--- config.mk ---
export PLATFORM = sky130hd
export DESIGN_NAME = add_pipe_flat
export DESIGN_NICKNAME = d
export VERILOG_FILES = /design/src/rtl/add_pipe_if.sv /design/src/rtl/add_pipe.sv /design/src/flat_wrapper.sv
export SDC_FILE = /design/constraint.sdc
export NUM_CORES = 1
export LEC_CHECK = 0
export ABC_AREA = 1
export BUFFER_PORTS_ARGS = -buffer_cell sky130_fd_sc_hd__buf_2
export CAP_MARGIN = 20
export CORE_MARGIN = 3
export CORE_UTILIZATION = 55
export DETAILED_ROUTE_END_ITERATION = 10
export PLACE_DENSITY_LB_ADDON = 0.15
export SKIP_CTS_REPAIR_TIMING = 1
export SLEW_MARGIN = 10
export SYNTH_ARGS = -nofsm -noshare
export SYNTH_HDL_FRONTEND = slang
export SYNTH_SLANG_ARGS = --single-unit
--- constraint.sdc ---
create_clock -name clk -period 6.76 [get_ports clk]
set_input_delay 1.014 -clock clk [delete_from_list [all_inputs] [get_ports clk]]
set_output_delay 1.014 -clock clk [all_outputs]
set_load 0.01 [all_outputs]
--- src/rtl/add_pipe_if.sv ---
// add_pipe_if -- operand/result handshake bundle for add_pipe.
//   master : drives operands (in_valid, a, b, cin, sub) and out_ready;
//            observes in_ready and the result beat.
//   slave  : the adder; drives in_ready and the result beat
//            (out_valid, sum, cout, ovf, zero).
interface add_pipe_if #(
  parameter int WIDTH = 64
);
  logic             in_valid;
  logic             in_ready;
  logic [WIDTH-1:0] a;
  logic [WIDTH-1:0] b;
  logic             cin;
  logic             sub;
  logic             out_valid;
  logic             out_ready;
  logic [WIDTH-1:0] sum;
  logic             cout;
  logic             ovf;
  logic             zero;

  modport master (
    output in_valid, a, b, cin, sub, out_ready,
    input  in_ready, out_valid, sum, cout, ovf, zero
  );

  modport slave (
    input  in_valid, a, b, cin, sub, out_ready,
    output in_ready, out_valid, sum, cout, ovf, zero
  );
endinterface

--- src/rtl/add_pipe.sv ---
// add_pipe -- two-stage pipelined adder/subtractor with valid/ready flow control.
//   clk   : single clock, rising edge
//   reset : synchronous, active-high; discards all in-flight beats
//   bus   : add_pipe_if slave port
//           in  : in_valid, a, b, cin, sub, out_ready
//           out : in_ready, out_valid, sum, cout, ovf, zero
// Stage 1 adds the low half and keeps the high operand halves; stage 2 adds
// the high half using the registered low carry and holds the result.
// WIDTH must be a multiple of 8 and at least 8.
module add_pipe #(
  parameter int WIDTH = 64
) (
  input logic       clk,
  input logic       reset,
  add_pipe_if.slave bus
);
  localparam int HALF = WIDTH / 2;

  logic [WIDTH-1:0] be;
  logic             ce;
  logic [HALF:0]    lo_full;

  logic             s1_valid;
  logic [HALF-1:0]  s1_lo_sum;
  logic             s1_lo_carry;
  logic [HALF-1:0]  s1_a_hi;
  logic [HALF-1:0]  s1_be_hi;

  logic [HALF:0]    hi_full;
  logic [WIDTH-1:0] res;
  logic             res_ovf;

  logic             s2_valid;
  logic [WIDTH-1:0] s2_sum;
  logic             s2_cout;
  logic             s2_ovf;
  logic             s2_zero;

  logic             ld2;
  logic             in_xfer;

  // Subtraction is A + ~B + 1; cin is only meaningful for addition.
  always_comb begin
    be      = bus.sub ? ~bus.b : bus.b;
    ce      = bus.sub | bus.cin;
    lo_full = {1'b0, bus.a[HALF-1:0]} + {1'b0, be[HALF-1:0]} + {{HALF{1'b0}}, ce};
  end

  always_comb begin
    hi_full = {1'b0, s1_a_hi} + {1'b0, s1_be_hi} + {{HALF{1'b0}}, s1_lo_carry};
    res     = {hi_full[HALF-1:0], s1_lo_sum};
    res_ovf = (s1_a_hi[HALF-1] == s1_be_hi[HALF-1]) && (res[WIDTH-1] != s1_a_hi[HALF-1]);
  end

  // Stage 2 is free when empty or when its beat leaves on this edge.
  assign ld2          = s1_valid && (!s2_valid || bus.out_ready);
  assign bus.in_ready = !reset && (!s1_valid || ld2);
  assign in_xfer      = bus.in_valid && bus.in_ready;

  always_ff @(posedge clk) begin
    if (reset) begin
      s1_valid <= 1'b0;
    end else if (in_xfer) begin
      s1_valid <= 1'b1;
    end else if (ld2) begin
      s1_valid <= 1'b0;
    end
  end

  // Payload is qualified by s1_valid, so it needs no reset.
  always_ff @(posedge clk) begin
    if (in_xfer) begin
      s1_lo_sum   <= lo_full[HALF-1:0];
      s1_lo_carry <= lo_full[HALF];
      s1_a_hi     <= bus.a[WIDTH-1:HALF];
      s1_be_hi    <= be[WIDTH-1:HALF];
    end
  end

  always_ff @(posedge clk) begin
    if (reset) begin
      s2_valid <= 1'b0;
      s2_sum   <= '0;
      s2_cout  <= 1'b0;
      s2_ovf   <= 1'b0;
      s2_zero  <= 1'b0;
    end else if (ld2) begin
      s2_valid <= 1'b1;
      s2_sum   <= res;
      s2_cout  <= hi_full[HALF];
      s2_ovf   <= res_ovf;
      s2_zero  <= (res == '0);
    end else if (s2_valid && bus.out_ready) begin
      s2_valid <= 1'b0;
    end
  end

  assign bus.out_valid = s2_valid;
  assign bus.sum       = s2_sum;
  assign bus.cout      = s2_cout;
  assign bus.ovf       = s2_ovf;
  assign bus.zero      = s2_zero;
endmodule

--- src/flat_wrapper.sv ---
// flat-port wrapper written by rule: the top's interface ports become plain ports
module add_pipe_flat 
#(
  parameter int WIDTH = 64
)
  (clk, reset, bus_in_valid, bus_a, bus_b, bus_cin, bus_sub, bus_out_ready, bus_in_ready, bus_out_valid, bus_sum, bus_cout, bus_ovf, bus_zero);
  add_pipe_if #(.WIDTH(WIDTH)) bus_i ();
  input logic clk;
  input logic reset;
  input wire logic [$bits(bus_i.in_valid)-1:0] bus_in_valid;
  input wire logic [$bits(bus_i.a)-1:0] bus_a;
  input wire logic [$bits(bus_i.b)-1:0] bus_b;
  input wire logic [$bits(bus_i.cin)-1:0] bus_cin;
  input wire logic [$bits(bus_i.sub)-1:0] bus_sub;
  input wire logic [$bits(bus_i.out_ready)-1:0] bus_out_ready;
  output wire logic [$bits(bus_i.in_ready)-1:0] bus_in_ready;
  output wire logic [$bits(bus_i.out_valid)-1:0] bus_out_valid;
  output wire logic [$bits(bus_i.sum)-1:0] bus_sum;
  output wire logic [$bits(bus_i.cout)-1:0] bus_cout;
  output wire logic [$bits(bus_i.ovf)-1:0] bus_ovf;
  output wire logic [$bits(bus_i.zero)-1:0] bus_zero;
  assign bus_i.in_valid = bus_in_valid;
  assign bus_i.a = bus_a;
  assign bus_i.b = bus_b;
  assign bus_i.cin = bus_cin;
  assign bus_i.sub = bus_sub;
  assign bus_i.out_ready = bus_out_ready;
  assign bus_in_ready = bus_i.in_ready;
  assign bus_out_valid = bus_i.out_valid;
  assign bus_sum = bus_i.sum;
  assign bus_cout = bus_i.cout;
  assign bus_ovf = bus_i.ovf;
  assign bus_zero = bus_i.zero;
  add_pipe #(.WIDTH(WIDTH)) u_core (.clk(clk), .reset(reset), .bus(bus_i));
endmodule
==> run_results.csv, run 1 <==
group,metric,value,unit
cts,cts-root-buf,"clkbuf_16",
route,vias,9193,
synthesis,netlist_area,10400,um^2
run_status,status,"completed",
hold_path,min_path_type,"flop to flop",
pwr,switching_power,0.000906,W
worst_setup_path,path_delay_family,"adder cells",
cts,clk_latency,440,ps
synthesis,synth_top_family_by_area,"simple AND/OR/NAND/NOR gates",
route,avgRoutedWirePerCell,15.4,um
synthesis,synth_compound_area_frac,0.112,
pwr,p_comb_frac,0.243,
die,dieArea,20500,um^2
synthesis,yosysTopAreaCell,"edfxtp_1",
synthesis,synth_xor_area_frac,0.0887,
placed_design,io_buffer_count,202,
global_routing,antenna_found_initial,0,
cts,clockBufferDepth,2,
pwr,p_int,0.00198,W
cts,cts.sinks,166,
die,io_pins,203,
die,core,18300,um^2
synthesis,synth.avg_cell_area,7.78,um^2
sta,hold_viol_final,0,
sta,fin_skew,17.4,ps
global_routing,grt_pass1_wl,43000,um
sta,period_minus_slack,3670,ps
worst_setup_path,cp_data_required_time,6960,ps
final_layout,antenna_cells,0,
worst_setup_path,worst-path-buf-inv,2,
pwr,pwr-share-clk,0.340,
final_layout,nets,1733,
sta,grt_setup_unrepaired,"false",
final_layout,fin_area,12200,um^2
pwr,seqPwrFrac,0.417,
worst_setup_path,critPathLaunchType,"primary input",
placed_design,place_hpwl,21600,um
synthesis,synth_top_area_frac,0.281,
global_routing,gr-total-overflow,0,
final_layout,final_common_cell,"nand2_1",
global_routing,grt_use_total,0.265,
sta,tightest_slew,785,ps
cts,cts.htree.levels,4,
pwr,power_leakage,6.24,nW
synthesis,synth_nets,1534,
sta,fin_crit_sh,0.543,
global_routing,grt_max_degree,71,
synthesis,postSynthRegisterBits,166,
job,max-cap-violations,0,
synthesis,ys_seq_area_frac,0.414,
route,dr.pass1.iters,5,
placed_design,place_congestion,0.945,
placed_design,postPlaceCellArea,11600,um^2
cts,path_clk_slew,70,ps
sta,slew_headroom,0.477,
route,wl,27400,um
synthesis,yosysWarnings,0,
synthesis,synth_area_leaders,"edfxtp_1 (28%), dfxtp_1 (13%), nand2_1 (12%)",
pwr,swShare,0.314,
global_routing,grt_pass1_vias,8899,
die,die_y,143,um
worst_setup_path,slowest_stage,"fa_1",
final_layout,n_fill_cell,1621,
worst_setup_path,worstSetupEndpointType,"flop",
sta,finalSetupTns,0,ps
pwr,powerDensity,236,nW/um^2
cts,cts_buffers,17,
synthesis,syn_inst,1334,
synthesis,synth_fa_ha_area_frac,0.0825,
sta,fmax,0.272,GHz
final_layout,syn2layout_area_growth,17.7,%
worst_setup_path,cpMostUsedCell,"nand2_1",
route,drcViolationCount,0,
worst_setup_path,criticalPathCategory,"primary input to flop",
route,ant_nets,0,
worst_setup_path,cpPeakStageDelay,470,ps
die,rows,49,
synthesis,yosys.cell_types.count,39,
synthesis,yosys.area_share.simple,0.212,
cts,cts_tree,"done",
worst_setup_path,arrival,3870,ps
route,drtIter0Drc,562,
die,die_w,143,um
die,initial_core_util,0.568,
pwr,ir_drop,162,uV
sta,setup_viol_count_final,0,
synthesis,synth.area.mux_share,0,
worst_setup_path,worstPathCellList,"buf_4 > xnor2_1 > fa_1 > fa_1 > o21ai_2 > nand2_1 > o211ai_1 > nand2_1 > nand2_1 > nand2_1 > nand2_1 > nand3_1 > nand2_1 > nand2_1 > inv_1 > nor2_1 > nand2_1 > nand2_1",
sta,finalMaxSlewViolations,0,
final_layout,layout-drive-gt1-share,0.164,
route,vias_per_cell,5.18,
final_layout,final_cell_mix,"nand2_1 (318), inv_1 (219), buf_2 (201)",
worst_setup_path,cp_max_fo,35,
-- worst min-delay path: stages (launching register included) --
cell     delay (ps)
dfxtp_1         320
nand2_1          60
a21oi_1          50
-- final timing paths --
path	slack [ps]	from	depth (start not counted)	endpoint
worst max register to register	3970	u_core.s1_a_hi[0]	15	u_core.bus.zero
worst min register to register	480	u_core.bus.zero	2	u_core.bus.zero
worst min-delay path	480	u_core.bus.zero	2	u_core.bus.zero
worst max-delay path	3090	bus_sub	18	u_core.s1_lo_sum[24]
-- Yosys cell counts, drive strengths merged --
master	count
nand2	321
ha	62
clkbuf	17
nor3	8
a221oi	3
a31oi	2
o2111ai	2
o21ai	72
o221ai	1
nand4	17
dfxtp	69
nor4	2
and2	2
nand3	56
a21oi	88
xor2	88
fa	4
or2	2
edfxtp	97
buf	11
o211ai	15
nor2	136
a21o	6
o21a	4
xnor2	17
and3	1
a21boi	1
o21bai	10
inv	220
-- layer usage --
metal / wire (um) / global-route usage / vias to the layer above / share of wire
met5: 0 / 0 / - / 0
met4: 463 / 0.0689 / 0 / 0.017
met3: 1610 / 0.0459 / 45 / 0.059
met2: 14000 / 0.491 / 293 / 0.51
met1: 11300 / 0.319 / 4155 / 0.41
li1: - / - / 4700 / -
-- sequential cells by signal, summed over array words and instances, names as in the netlist --
name / count
u_core.s1_valid: 1
u_core.s1_lo_sum: 32
u_core.s1_be_hi: 32
u_core.bus.ovf: 1
u_core.s1_lo_carry: 1
u_core.bus.out_valid: 1
u_core.bus.sum: 64
u_core.bus.cout: 1
u_core.bus.zero: 1
u_core.s1_a_hi: 32
-- stage by stage --
step / util / std cells / hold WS [ps] / total power [W] / worst slack (ps)
2_1_floorplan: - / 1334 / 451 / 0.00169 / 520
3_3_place_gp: 0.635 / 1742 / 460 / 0.00191 / 2710
3_5_place_dp: 0.635 / 1742 / 470 / 0.00191 / 2650
4_1_cts: 0.667 / 1774 / 481 / 0.00289 / 3100
5_1_grt: 0.669 / 1775 / 510 / 0.00303 / 2850
6_report: 0.669 / 1775 / 479 / 0.00289 / 3090
-- power groups by stage --
stage          clock [W]  sequential (W)  combinational [W]
6_report        0.000982         0.00120           0.000701
5_1_grt          0.00103         0.00121           0.000788
4_1_cts         0.000991         0.00120           0.000696
3_5_place_dp           0         0.00122           0.000691
3_3_place_gp           0         0.00122           0.000682
2_1_floorplan          0         0.00123           0.000461
-- logic make-up (layout without fill, tap and decap cells) --
| kind of cell | after synthesis | in the layout |
|---|---|---|
| AND/OR/NAND/NOR | 545 | 545 |
| buffers and inverters | 248 | 460 |
| XOR/XNOR | 105 | 105 |
| flip-flops | 166 | 166 |
| adder cells (fa/ha/maj) | 66 | 66 |
| AO/OA/AOI/OAI | 204 | 204 |
-- area by class of cell --
cell class	count	area (um^2)	area share
clock buffers	18	429	0.0351
multi-input cells	920	5150	0.421
flip-flops and latches	166	4290	0.352
clock inverters	14	161	0.0132
well taps	229	287	0.0235
inverters	220	826	0.0676
repair buffers	208	1070	0.0877
(Power assumes the default switching activity.)
==> run 2: changes to the inputs <==
ABC_AREA = 0   (was 1)
CORE_UTILIZATION = 50   (was 55)
clock period = 3.3 ns   (was 6.76 ns; I/O delays follow)
==> run 2 against run 1 <==
  * The run now ends with negative setup slack left
  * Total power grew 100%
  * Global-route usage shrank 3.0 points
  * Register-to-register slack worse by 4200 ps
  * Critical path depth down 6
  * Routed wire length decreased by 11%
  * Core utilization shrank 0.16 points
  * Sequential share of layout area increased by 0.087 points
  * Area after synthesis shrank 8.9%
  * Count of clock-buffer cells in the layout is 2 higher
  * Critical path type is now flop to flop
  * Largest power group unchanged
  * Highest routed layer is now met5
==> run_results.csv, run 2 <==
group,metric,value,unit
final_layout,nets,1465,
final_layout,final_cell_mix,"buf_2 (201), nand2_1 (137), buf_4 (120)",
global_routing,grt.busiest_layer,"met2",
synthesis,synth.avg_cell_area,9.79,um^2
die,io_pins,203,
route,vias,8150,
pwr,ir_drop,269,uV
die,rows,49,
placed_design,io_buffer_count,202,
die,die_y,143,um
placed_design,place_hpwl,18700,um
final_layout,final_common_cell,"buf_2",
synthesis,netlist_area,9450,um^2
worst_setup_path,arrival,3950,ps
pwr,powerDensity,483,nW/um^2
worst_setup_path,worstSetupEndpointType,"flop",
worst_setup_path,critPathLaunch,"u_core.s1_lo_carry",
sta,timing.hold.ws,232,ps
worst_setup_path,reg2regPathDepth,12,
synthesis,ys_seq_area_frac,0.455,
hold_path,min_path_type,"primary input to flop",
sta,period_minus_slack,3580,ps
cts,cts_tree,"done",
job,max-cap-violations,0,
route,drtIter0Drc,549,
worst_setup_path,cpPeakStageDelay,500,ps
route,avgRoutedWirePerCell,16.2,um
sta,fmax,0.280,GHz
global_routing,antenna_found_initial,1,
placed_design,place_congestion,0.889,
cts,clockBufferDepth,2,
worst_setup_path,endpoint,"u_core.bus.zero",
global_routing,use_met1,0.325,
synthesis,synth_enable_flop_cells,97,
final_layout,antenna_cells,0,
sta,hold_viol_final,0,
worst_setup_path,cp_max_fo,3,
sta,slew_headroom,0.409,
synthesis,synth_nets,1165,
synthesis,syn_inst,965,
global_routing,grt_pass1_vias,7924,
route,vias_per_cell,5.41,
synthesis,yosysTopAreaCell,"edfxtp_1",
die,dieArea,20600,um^2
die,initial_core_util,0.517,
sta,tightest_slew,884,ps
global_routing,grt_use_total,0.236,
worst_setup_path,critPathLaunchType,"flop",
run_status,status,"complete, but fails checks",
global_routing,gr-total-overflow,0,
worst_setup_path,r2r_end,"u_core.bus.zero",
synthesis,synth_top_area_frac,0.308,
route,drcViolationCount,0,
cts,path_clk_slew,70,ps
run_status,violations,"negative setup slack",
global_routing,gr-usage-met2,0.379,
worst_setup_path,criticalPathCategory,"flop to flop",
sta,finalWorstSetupSlack,-277,ps
cts,cts.sinks,166,
final_layout,largest_reg_flops,64,
sta,finalMaxSlewViolations,0,
worst_setup_path,reg2reg_slack,-280,ps
worst_setup_path,cp_data_required_time,3670,ps
route,wl,24400,um
hold_path,whs_path_depth,1,
global_routing,grtUsageMet3,0.0486,
global_routing,grt_pass1_wl,38900,um
sta,fin_crit_sh,1.08,
die,die_w,143,um
final_layout,syn2layout_area_growth,29.0,%
synthesis,yosys.cell_types.count,77,
pwr,power_leakage,5.40,nW
worst_setup_path,slowest_stage,"or4_1",
route,dr.pass1.iters,6,
sta,grt_setup_unrepaired,"true",
synthesis,yosysWarnings,0,
sta,setup_viol_count_final,1,
cts,cts.htree.levels,4,
synthesis,ys_top_cells_by_count,"nand2_1 (137), a21oi_1 (106), edfxtp_1 (97)",
final_layout,layout-drive-gt1-share,0.309,
placed_design,place_ws,-285,ps
cts,clk_latency,430,ps
final_layout,final_core_util,0.667,
die,core,18300,um^2
synthesis,synthArstFlopShare,0,
synthesis,yosysMostFrequentCell,"nand2_1",
synthesis,ys.flop_type,"edfxtp_1",
worst_setup_path,worstPathCellList,"fa_2 > fa_2 > a211oi_2 > o2111ai_2 > a211oi_2 > o31ai_1 > a21oi_1 > o21ai_2 > mux2i_1 > a211o_2 > or4_1 > nand2_1",
worst_setup_path,r2r-start,"u_core.s1_lo_carry",
cts,cts-root-buf,"clkbuf_16",
global_routing,grt_max_degree,76,
synthesis,postSynthRegisterBits,166,
route,ant_nets,0,
sta,fin_skew,12.5,ps
synthesis,synth_area_leaders,"edfxtp_1 (31%), dfxtp_1 (15%), ha_1 (8.2%)",
cts,cts_buffers,17,
run 2: cell count changes after synthesis, moves of 22 or more:
| cell | change |
|---|---|
| o21ai_0 | -39 |
| nor2_1 | -68 |
| xnor2_1 | +22 |
| nand2_1 | -181 |
| nand3_1 | -37 |
| a21o_1 | +26 |
| inv_1 | -202 |
run 2: layout make-up:
class / instances / area [um^2]
Inverter: 18 / 67.6
Timing Repair Buffer: 323 / 1950
Sequential cell: 166 / 4290
Clock inverter: 12 / 90.1
Fill cell: 1494 / 6090
Tap cell: 229 / 287
Clock buffer: 20 / 468
Multi-Input combinational cell: 739 / 5030
run 2: worst max-delay path: cells and delay by family, from the launching register on:
family	cells	cell delay, ps
compound gates	7	1580
fa+ha+maj	2	830
flops	1	400
mux	1	130
simple gates	2	570
run 2: worst min path at each step:
stage	from	end
floorplan	u_core.bus.ovf	u_core.bus.ovf
global placement	u_core.bus.sum[56]	u_core.bus.sum[56]
detailed placement	u_core.bus.sum[56]	u_core.bus.sum[56]
CTS	bus_a[44]	u_core.s1_a_hi[12]
global route	bus_a[60]	u_core.s1_a_hi[28]
finish	bus_a[44]	u_core.s1_a_hi[12]
run 2: metrics by stage:
step	std cells	total power, W	cell area (um^2)	setup TNS [ps]
final	1507	0.00588	12200	-277
after global routing	1507	0.00618	12200	-494
after CTS	1504	0.00587	12100	-302
after detailed placement	1472	0.00399	11500	-1510
after global placement	1472	0.00397	11500	-952
after floorplan	965	0.00340	9540	-317
run 2: cell families (layout without fill, tap and decap cells):
family / Yosys count / after routing / share of synthesized area
buf+inv: 60 / 373 / 0.0283
simple gates: 305 / 305 / 0.148
flops: 166 / 166 / 0.455
compound gates: 251 / 251 / 0.170
fa+ha+maj: 66 / 66 / 0.0906
mux: 1 / 1 / 0.00106
xor+xnor: 116 / 116 / 0.108
run 2: power breakdown:
| part | internal (W) | total, W | switching, W |
|---|---|---|---|
| combinational | 0.000733 | 0.00153 | 0.000801 |
| sequential | 0.00238 | 0.00246 | 0.0000752 |
| clock | 0.00104 | 0.00189 | 0.000853 |
| total | 0.00415 | 0.00588 | 0.00173 |
run 2: metal layers:
layer / vias to the layer above / share of wire
li1: 4066 / -
met1: 3747 / 0.45
met2: 291 / 0.46
met3: 44 / 0.075
met4: 2 / 0.020
met5: - / 0.00029
